### config.mk
export PLATFORM = sky130hd
export DESIGN_NAME = mydemux1_2_tdm
export DESIGN_NICKNAME = d
export VERILOG_FILES = /design/src/rtl/mydemux_pkg.sv /design/src/rtl/mydemux_slot_cnt.sv /design/src/rtl/mydemux1_2_tdm.sv
export SDC_FILE = /design/constraint.sdc
export NUM_CORES = 1
export LEC_CHECK = 0
export BUFFER_PORTS_ARGS = -buffer_cell sky130_fd_sc_hd__buf_2
export CORE_MARGIN = 4
export CORE_UTILIZATION = 52
export CTS_CLUSTER_SIZE = 16
export DETAILED_ROUTE_END_ITERATION = 10
export HOLD_SLACK_MARGIN = 0.15
export PLACE_DENSITY = 0.8
export SLEW_MARGIN = 30
export SYNTH_ARGS = -nofsm -noshare
export SYNTH_HDL_FRONTEND = slang
export SYNTH_SLANG_ARGS = --single-unit
### constraint.sdc
create_clock -name sys_clk -period 2.4 [get_ports sys_clk]
set_input_delay 0.48 -clock sys_clk [delete_from_list [all_inputs] [get_ports sys_clk]]
set_output_delay 0.48 -clock sys_clk [all_outputs]
set_load 0.1 [all_outputs]
### src/rtl/mydemux_pkg.sv
// Shared encodings and parameter derivations for the 1:2 TDM demultiplexer.
package mydemux_pkg;

    // Frame state encodings.
    localparam logic [1:0] ST_IDLE  = 2'd0;
    localparam logic [1:0] ST_SLOT1 = 2'd1;
    localparam logic [1:0] ST_SLOT2 = 2'd2;

    // Error counter width when the error-count option is built in.
    localparam int unsigned ERRCNT_W = 8;

    // Slot-cycle counter width, never narrower than one bit.
    function automatic int unsigned cnt_width(input int unsigned slot_cycles);
        int unsigned w;
        w = 32'($clog2(slot_cycles));
        return (w < 1) ? 1 : w;
    endfunction

    // Cycle within a slot at which the line is sampled.
    function automatic int unsigned sample_idx(input int unsigned slot_cycles);
        return slot_cycles / 2;
    endfunction

    // Width of the missing-sync counter so that it can hold miss_max.
    function automatic int unsigned miss_width(input int unsigned miss_max);
        int unsigned w;
        w = 32'($clog2(miss_max + 1));
        return (w < 1) ? 1 : w;
    endfunction

endpackage

### src/rtl/mydemux_slot_cnt.sv
// Wrapping slot-cycle counter with synchronous clear and terminal-count flag.
module mydemux_slot_cnt #(
    parameter int unsigned MAX = 4,
    parameter int unsigned W   = 2
) (
    input  logic         clk,
    input  logic         rst_n,
    input  logic         inc,
    input  logic         clr,
    output logic [W-1:0] cnt,
    output logic         tc_c
);

    // Terminal count: last cycle of the slot.
    assign tc_c = (cnt == W'(MAX - 1));

    // Count while running, wrap at terminal count, clear has priority.
    always_ff @(posedge clk or negedge rst_n) begin
        if (!rst_n) begin
            cnt <= '0;
        end else if (clr) begin
            cnt <= '0;
        end else if (inc) begin
            cnt <= tc_c ? '0 : cnt + W'(1);
        end
    end

endmodule

### src/rtl/mydemux1_2_tdm.sv
// Receive side of the 2:1 TDM link: locks to frame sync, samples each slot
// mid-way and presents two registered channels with one-cycle strobes.
// Optional error counter (err_cnt/clr_cnt) is built when MYDEMUX_ERRCNT_EN
// is defined.
module mydemux1_2_tdm
    import mydemux_pkg::*;
#(
    parameter int unsigned WIDTH       = 1,
    parameter int unsigned SLOT_CYCLES = 4,
    parameter int unsigned MISS_MAX    = 3
) (
    input  logic                sys_clk,
    input  logic                sys_rst_n,
    input  logic                en,
    input  logic [WIDTH-1:0]    in,
    input  logic                sync,
`ifdef MYDEMUX_ERRCNT_EN
    input  logic                clr_cnt,
    output logic [ERRCNT_W-1:0] err_cnt,
`endif
    output logic [WIDTH-1:0]    out1,
    output logic [WIDTH-1:0]    out2,
    output logic                out1_vld,
    output logic                out2_vld,
    output logic                slot,
    output logic                locked,
    output logic                sync_err
);

    localparam int unsigned CNT_W   = cnt_width(SLOT_CYCLES);
    localparam int unsigned SMP_IDX = sample_idx(SLOT_CYCLES);
    localparam int unsigned MISS_W  = miss_width(MISS_MAX);

    logic [1:0]        state;
    logic [1:0]        nxt_state;
    logic [MISS_W-1:0] miss;
    logic [MISS_W-1:0] nxt_miss;
    logic [MISS_W-1:0] miss_inc_c;
    logic [CNT_W-1:0]  cnt;
    logic              cnt_tc_c;
    logic              cnt_clr_c;
    logic              cnt_run_c;
    logic              at_smp_c;
    logic              sync_due_c;
    logic              smp1_c;
    logic              smp2_c;
    logic              err_c;

    assign cnt_run_c  = (state != ST_IDLE);
    assign at_smp_c   = (cnt == CNT_W'(SMP_IDX));
    assign sync_due_c = (state == ST_SLOT2) && cnt_tc_c;
    assign miss_inc_c = miss + MISS_W'(1);

    // Slot-cycle counter.
    mydemux_slot_cnt #(
        .MAX (SLOT_CYCLES),
        .W   (CNT_W)
    ) u_slot_cnt (
        .clk   (sys_clk),
        .rst_n (sys_rst_n),
        .inc   (cnt_run_c),
        .clr   (cnt_clr_c),
        .cnt   (cnt),
        .tc_c  (cnt_tc_c)
    );

    // State and missing-sync registers.
    always_ff @(posedge sys_clk or negedge sys_rst_n) begin
        if (!sys_rst_n) begin
            state <= ST_IDLE;
            miss  <= '0;
        end else begin
            state <= nxt_state;
            miss  <= nxt_miss;
        end
    end

    // Next-state, sampling and sync-check decisions.
    always_comb begin
        nxt_state = state;
        nxt_miss  = miss;
        cnt_clr_c = 1'b0;
        smp1_c    = 1'b0;
        smp2_c    = 1'b0;
        err_c     = 1'b0;
        if (!en) begin
            nxt_state = ST_IDLE;
            nxt_miss  = '0;
            cnt_clr_c = 1'b1;
        end else begin
            case (state)
                ST_IDLE: begin
                    cnt_clr_c = 1'b1;
                    nxt_miss  = '0;
                    if (sync) begin
                        nxt_state = ST_SLOT1;
                    end
                end
                ST_SLOT1, ST_SLOT2: begin
                    if (sync && !sync_due_c) begin
                        // Misplaced sync: restart the frame, drop this slot's sample.
                        err_c     = 1'b1;
                        nxt_state = ST_SLOT1;
                        nxt_miss  = '0;
                        cnt_clr_c = 1'b1;
                    end else begin
                        smp1_c = (state == ST_SLOT1) && at_smp_c;
                        smp2_c = (state == ST_SLOT2) && at_smp_c;
                        if (cnt_tc_c) begin
                            if (state == ST_SLOT1) begin
                                nxt_state = ST_SLOT2;
                            end else if (sync) begin
                                nxt_state = ST_SLOT1;
                                nxt_miss  = '0;
                            end else if (miss_inc_c == MISS_W'(MISS_MAX)) begin
                                nxt_state = ST_IDLE;
                                nxt_miss  = '0;
                                cnt_clr_c = 1'b1;
                            end else begin
                                nxt_state = ST_SLOT1;
                                nxt_miss  = miss_inc_c;
                            end
                        end
                    end
                end
                default: begin
                    nxt_state = ST_IDLE;
                    nxt_miss  = '0;
                    cnt_clr_c = 1'b1;
                end
            endcase
        end
    end

    // Registered channel outputs, strobes and status.
    always_ff @(posedge sys_clk or negedge sys_rst_n) begin
        if (!sys_rst_n) begin
            out1     <= '0;
            out2     <= '0;
            out1_vld <= 1'b0;
            out2_vld <= 1'b0;
            slot     <= 1'b0;
            locked   <= 1'b0;
            sync_err <= 1'b0;
        end else begin
            if (smp1_c) begin
                out1 <= in;
            end
            if (smp2_c) begin
                out2 <= in;
            end
            out1_vld <= smp1_c;
            out2_vld <= smp2_c;
            slot     <= (nxt_state == ST_SLOT2);
            locked   <= (nxt_state != ST_IDLE);
            sync_err <= err_c;
        end
    end

`ifdef MYDEMUX_ERRCNT_EN
    logic err_evt_c;

    // Error event: misplaced sync, or leaving lock while enabled (flywheel exhausted).
    assign err_evt_c = err_c || (en && (state != ST_IDLE) && (nxt_state == ST_IDLE));

    // Saturating error counter; clear beats increment.
    always_ff @(posedge sys_clk or negedge sys_rst_n) begin
        if (!sys_rst_n) begin
            err_cnt <= '0;
        end else if (clr_cnt) begin
            err_cnt <= '0;
        end else if (err_evt_c && (err_cnt != {ERRCNT_W{1'b1}})) begin
            err_cnt <= err_cnt + ERRCNT_W'(1);
        end
    end
`endif

endmodule

* After elaboration in Yosys (flattened, before gate mapping) *
Index checks and enable logic that the tools add are counted.

word-level totals
  bits in registers = 13
  bits of input ports = 5
  output and inout port bits = 7
  word-level logic and storage cells = 65

operators by class
  add/sub/neg operators = 2
  equal/unequal tests = 8
  multiplexer cells = 34
  reduce and logical (&&, ||, !) cells = 11

operators by type and width
  cell                                                                   number
  2-bit 2-to-1 mux                                                       15
  1-bit 2-to-1 mux                                                       18
  2-bit equality test, second input constant                             5
  4-bit != test, second input constant                                   2
  2-bit nonzero test                                                     3
  2-bit by 1-bit adder with 2-bit output, second input constant          2
  1-bit logical AND                                                      4
  2-bit case mux with 2 select lines                                     1
  2-bit by 1-bit equality test with 1-bit output, second input constant  1
  2-bit logical NOT                                                      1
  2-bit AND reduction                                                    1
  2-bit OR reduction                                                     1
  1-bit logical NOT                                                      1

* Depth between registers and ports, before layout *
  depth after elaboration = 10
  depth in mapped cells = 6
  mapped depth without buffers = 6

* Hierarchy *
Synthesis repeated with hierarchy kept, for this count alone.

second synthesis, totals
  cell total of the unflattened synthesis = 64
  area total of the unflattened synthesis = 690.7 µm²

modules (own cells, without submodules)
  module            times used  cells each  area an instance (µm²)  seq. area each (µm²)
  mydemux1_2_tdm    1           57          601.8                   275.3
  mydemux_slot_cnt  1           7           88.8                    50.0

* Worst setup path before layout *
OpenSTA, ideal clock, no wires.

  path kind = register -> register
  from = register state[0]
  to = register out1
  setup time = 126 ps
  data arrival time = 1,520 ps
  required time = 2,274 ps
  slack = 754 ps
  cell stages (with the launch flop) = 7
  path buffers = 0
  period minus slack after synthesis = 1,646 ps
  cell sequence = dfrtp_1 inv_1 ha_1 nand2_1 a21oi_2 and3_4 mux2_4

between the ends
  cells in the longest elaborated chain, start to end = 7
  elaborated cells on any way between the ends = 10
  classes of those cells = 2 x eq/ne; 3 x mux; 5 x reduce/logical

RTL lines
  what                      line                                        text
  start: declaration        mydemux1_2_tdm.sv:34                        logic [1:0] state;
  start signal: assignment  mydemux1_2_tdm.sv:73                        state <= nxt_state;
  2-bit equality test       mydemux1_2_tdm.sv:51, mydemux1_2_tdm.sv:91
  1-bit logical AND         mydemux1_2_tdm.sv:51                        assign sync_due_c = (state == ST_SLOT2) && cnt_tc_c;
  1-bit logical NOT         mydemux1_2_tdm.sv:100                       if (sync && !sync_due_c) begin
  1-bit logical AND         mydemux1_2_tdm.sv:100
  1-bit 2-to-1 mux          mydemux1_2_tdm.sv:100
  1-bit 2-to-1 mux (*)      mydemux1_2_tdm.sv:91                        case (state)
  1-bit 2-to-1 mux (*)      mydemux1_2_tdm.sv:86                        if (!en) begin
  net smp1_c                mydemux1_2_tdm.sv:45                        logic smp1_c;
  end signal: assignment    mydemux1_2_tdm.sv:147                       out1 <= in;
  end: declaration          mydemux1_2_tdm.sv:21                        output logic [WIDTH-1:0] out1,

The timed path passes the listed nets; every way through them passes the cells marked *.
A chain may end at the register's enable or synchronous reset.

* Final worst setup path *
Ends and elaborated chain as after synthesis.

==> flow_summary.ini <==
[timing]
tightest_slew_ns = 0.485
setup-tns-final_ns = 0
rsz0062_at_grt = false
worst_slack_ns = 0.595
hold_viol = 0
fin_skew_ns = 0.00580
period_needed_ns = 1.81
fmax_ghz = 0.554
layout_worst_path_cycle_share_pct = 75.2
setup_viol = 0
slew_violations = 0
slew_headroom_pct = 67.9

[power_and_ir_drop]
vdd_drop_max_uv = 264
pwr-share-seq_pct = 51.9
p_sw_share_pct = 29.3
p_sw_mw = 0.129
p_leak_nw = 0.414
combPwrFrac_pct = 17.3
p_int_mw = 0.313
clkPwrFrac_pct = 30.8
powerDensity_mw_per_mm2 = 531

[clock_tree]
clkSinkCount = 13
cts.clk_slew.worst_paths_ns = 0.08
cts_made_buffers = 3
cts_tree = built
cts_root_buf = clkbuf_4
clock_latency_ns = 0.28
cts_max_path_buffers = 2
cts_resized = 0
cts-htree-levels = 1

[routing]
num_vias = 532
viasPerCell = 5.48
wire_per_inst_um = 13.3
drc_errors = 0
drt-initial-drc-count = 11
ant_nets = 0
wirelength_mm = 1.29
dr.pass1.iters = 4

[layout]
final_cell_mix = dfrtp_1 (13), buf_2 (11), ha_1 (7), nand2_1 (6), inv_1 (5)
drive_gt1_share_pct = 28.0
fillers = 108
fin_util_pct = 63.9
diodes = 0
layout_commonest_cell = dfrtp_1
nets = 95
area_growth_pct = 15.3

[floorplan]
die_area_mm2 = 0.00205
die_h_um = 45.3
core_area_mm2 = 0.00130
initial_utilization_pct = 55.5
rows = 13
die_w_um = 45.3
io_pins = 12

[place]
gp_congestion = 0.880
io_buffers = 11
dp_hpwl_um = 951
post-place-ws_ns = 0.618

[setup_path]
path_cells = inv_1, ha_1, nand2_1, a21oi_2, and3_4, mux2_4
r2r_slack_ns = 0.59
worstSetupPathType = reg -> reg
cp.required_ns = 2.56
cp-start-kind = flop
cpLargestDelayFamily = flip-flops
endpoint_kind = flop
cpPeakStageDelay_ns = 0.42
cp_slowest_cell = dfrtp_1
path_max_fanout = 6
worstPathArrival_ns = 1.97
critPathBufInv = 1

[synth]
avgSynthCellArea_um2 = 10.9
yosys_warnings = 0
synthCells = 66
ys_ff_latch = 13
synth_area_um2 = 722
ys_seq_area_share_pct = 45.1
syn-num-nets = 78
synth.distinct_cells = 28

[outcome]
status = complete, no violations

[hold_path]
hold_class = in -> reg

[global_routing]
grt-ovfl-total = 0
grt_use_total_pct = 14.9
antenna_found_initial = 0
grt_start_max_net_pins = 14
grt_pass1_wl_mm = 2.19
grt_pass1_vias = 514

[flow_run]
maxCapViolCount = 0
## cells in the mapped netlist
| library cell | count | area share, % |
|---|---|---|
| nor2_1 | 2 | 1.0 |
| a31oi_1 | 1 | 0.87 |
| a21oi_1 | 1 | 0.69 |
| and2_1 | 2 | 1.7 |
| o21ai_1 | 1 | 0.69 |
| o221ai_1 | 1 | 1.2 |
| and3_1 | 1 | 0.87 |
| a21oi_2 | 1 | 1.2 |
| mux2_4 | 2 | 4.2 |
| and3_4 | 2 | 3.1 |
| nor2b_1 | 4 | 3.5 |
| nor4b_1 | 1 | 1.2 |
| mux2_2 | 2 | 3.1 |
| nand3b_1 | 1 | 1.0 |
| mux2i_1 | 1 | 1.4 |
| nand2_2 | 1 | 0.87 |
| o21ai_0 | 2 | 1.4 |
| dfrtp_1 | 13 | 45 |
| nor3_1 | 2 | 1.4 |
| inv_1 | 5 | 2.6 |
| o21a_1 | 1 | 1.0 |
| nand4_1 | 1 | 0.87 |
| nor3b_1 | 1 | 1.0 |
| nand2_1 | 6 | 3.1 |
| ha_1 | 7 | 12 |
| o211ai_2 | 1 | 1.7 |
| nand2b_1 | 2 | 1.7 |
| a2bb2oi_1 | 1 | 1.2 |
## final cells by class
type,count,area (um^2),area share (%)
clock buffers,4,26.3,3.16
inverters,5,18.8,2.26
multi-input cells,48,378,45.4
flip-flops and latches,13,325,39.1
well taps,15,18.8,2.26
repair buffers,12,65.1,7.82
## state kept, by name, indices dropped and copies added, names as in the netlist
signal and cells:
slot 1, sync_err 1, out2_vld 1, u_slot_cnt.cnt 2, out1 1, state 2, out1_vld 1, locked 1
out2 1, miss 2
## power groups by stage
stage / combinational [mW] / sequential (mW) / clock (mW)
after floorplan: 0.0345 / 0.253 / 0
after global placement: 0.0736 / 0.233 / 0
after CTS: 0.0757 / 0.229 / 0.143
final: 0.0764 / 0.229 / 0.136
after global routing: 0.0829 / 0.230 / 0.149
after detailed placement: 0.0741 / 0.234 / 0
## worst reg2reg max path: cells and delay by family, from the launching register on
kind | cells | cell delay (ns)
and+or+nand+nor | 2 | 0.32
DFF | 1 | 0.42
AOI/OAI and AO/OA | 1 | 0.18
buffers and inverters | 1 | 0.10
adders and majority gates | 1 | 0.37
muxes | 1 | 0.30
## metal layers
layer	global-route usage (%)	up-vias	wire length (um)
met5	0	-	0
met4	7.02	0	21
met3	3.59	4	70
met2	22.9	12	596
met1	19.8	254	605
li1	-	262	-
## final timing paths
check	cells past startpoint	endpoint	start
min in group asynchronous	2	miss[1]$_DFFE_PN0P_	sys_rst_n
max in group asynchronous	2	u_slot_cnt.cnt[1]$_DFFE_PN0P_	sys_rst_n
hold reg to reg	1	out2$_DFFE_PN0P_	out2$_DFFE_PN0P_
setup / recovery	6	out1$_DFFE_PN0P_	state[0]$_DFF_PN0_
hold / removal	2	out2$_DFFE_PN0P_	in
setup reg to reg	6	out1$_DFFE_PN0P_	state[0]$_DFF_PN0_
## metrics by stage
step	hold WS, ns	std cells	total power [mW]	instance area [um^2]
floorplan	0.184	66	0.287	722
global placement	0.377	92	0.307	796
detailed placement	0.383	92	0.308	796
CTS	0.451	97	0.448	832
global route	0.460	97	0.462	832
finish	0.456	97	0.442	832
## kinds of logic after synthesis
| family | Yosys count | share of synthesized area [%] |
|---|---|---|
| buffers and inverters | 5 | 2.60 |
| DFF | 13 | 45.1 |
| muxes | 5 | 8.67 |
| AOI/OAI and AO/OA | 10 | 10.1 |
| and+or+nand+nor | 26 | 21.5 |
| adders and majority gates | 7 | 12.1 |
## timing repair
action / CTS / global route
hold endpoints to repair: 13 / 0
hold buffers: 1 / 0
setup buffers: 0 / 0
Power figures use the tool's default switching activity.
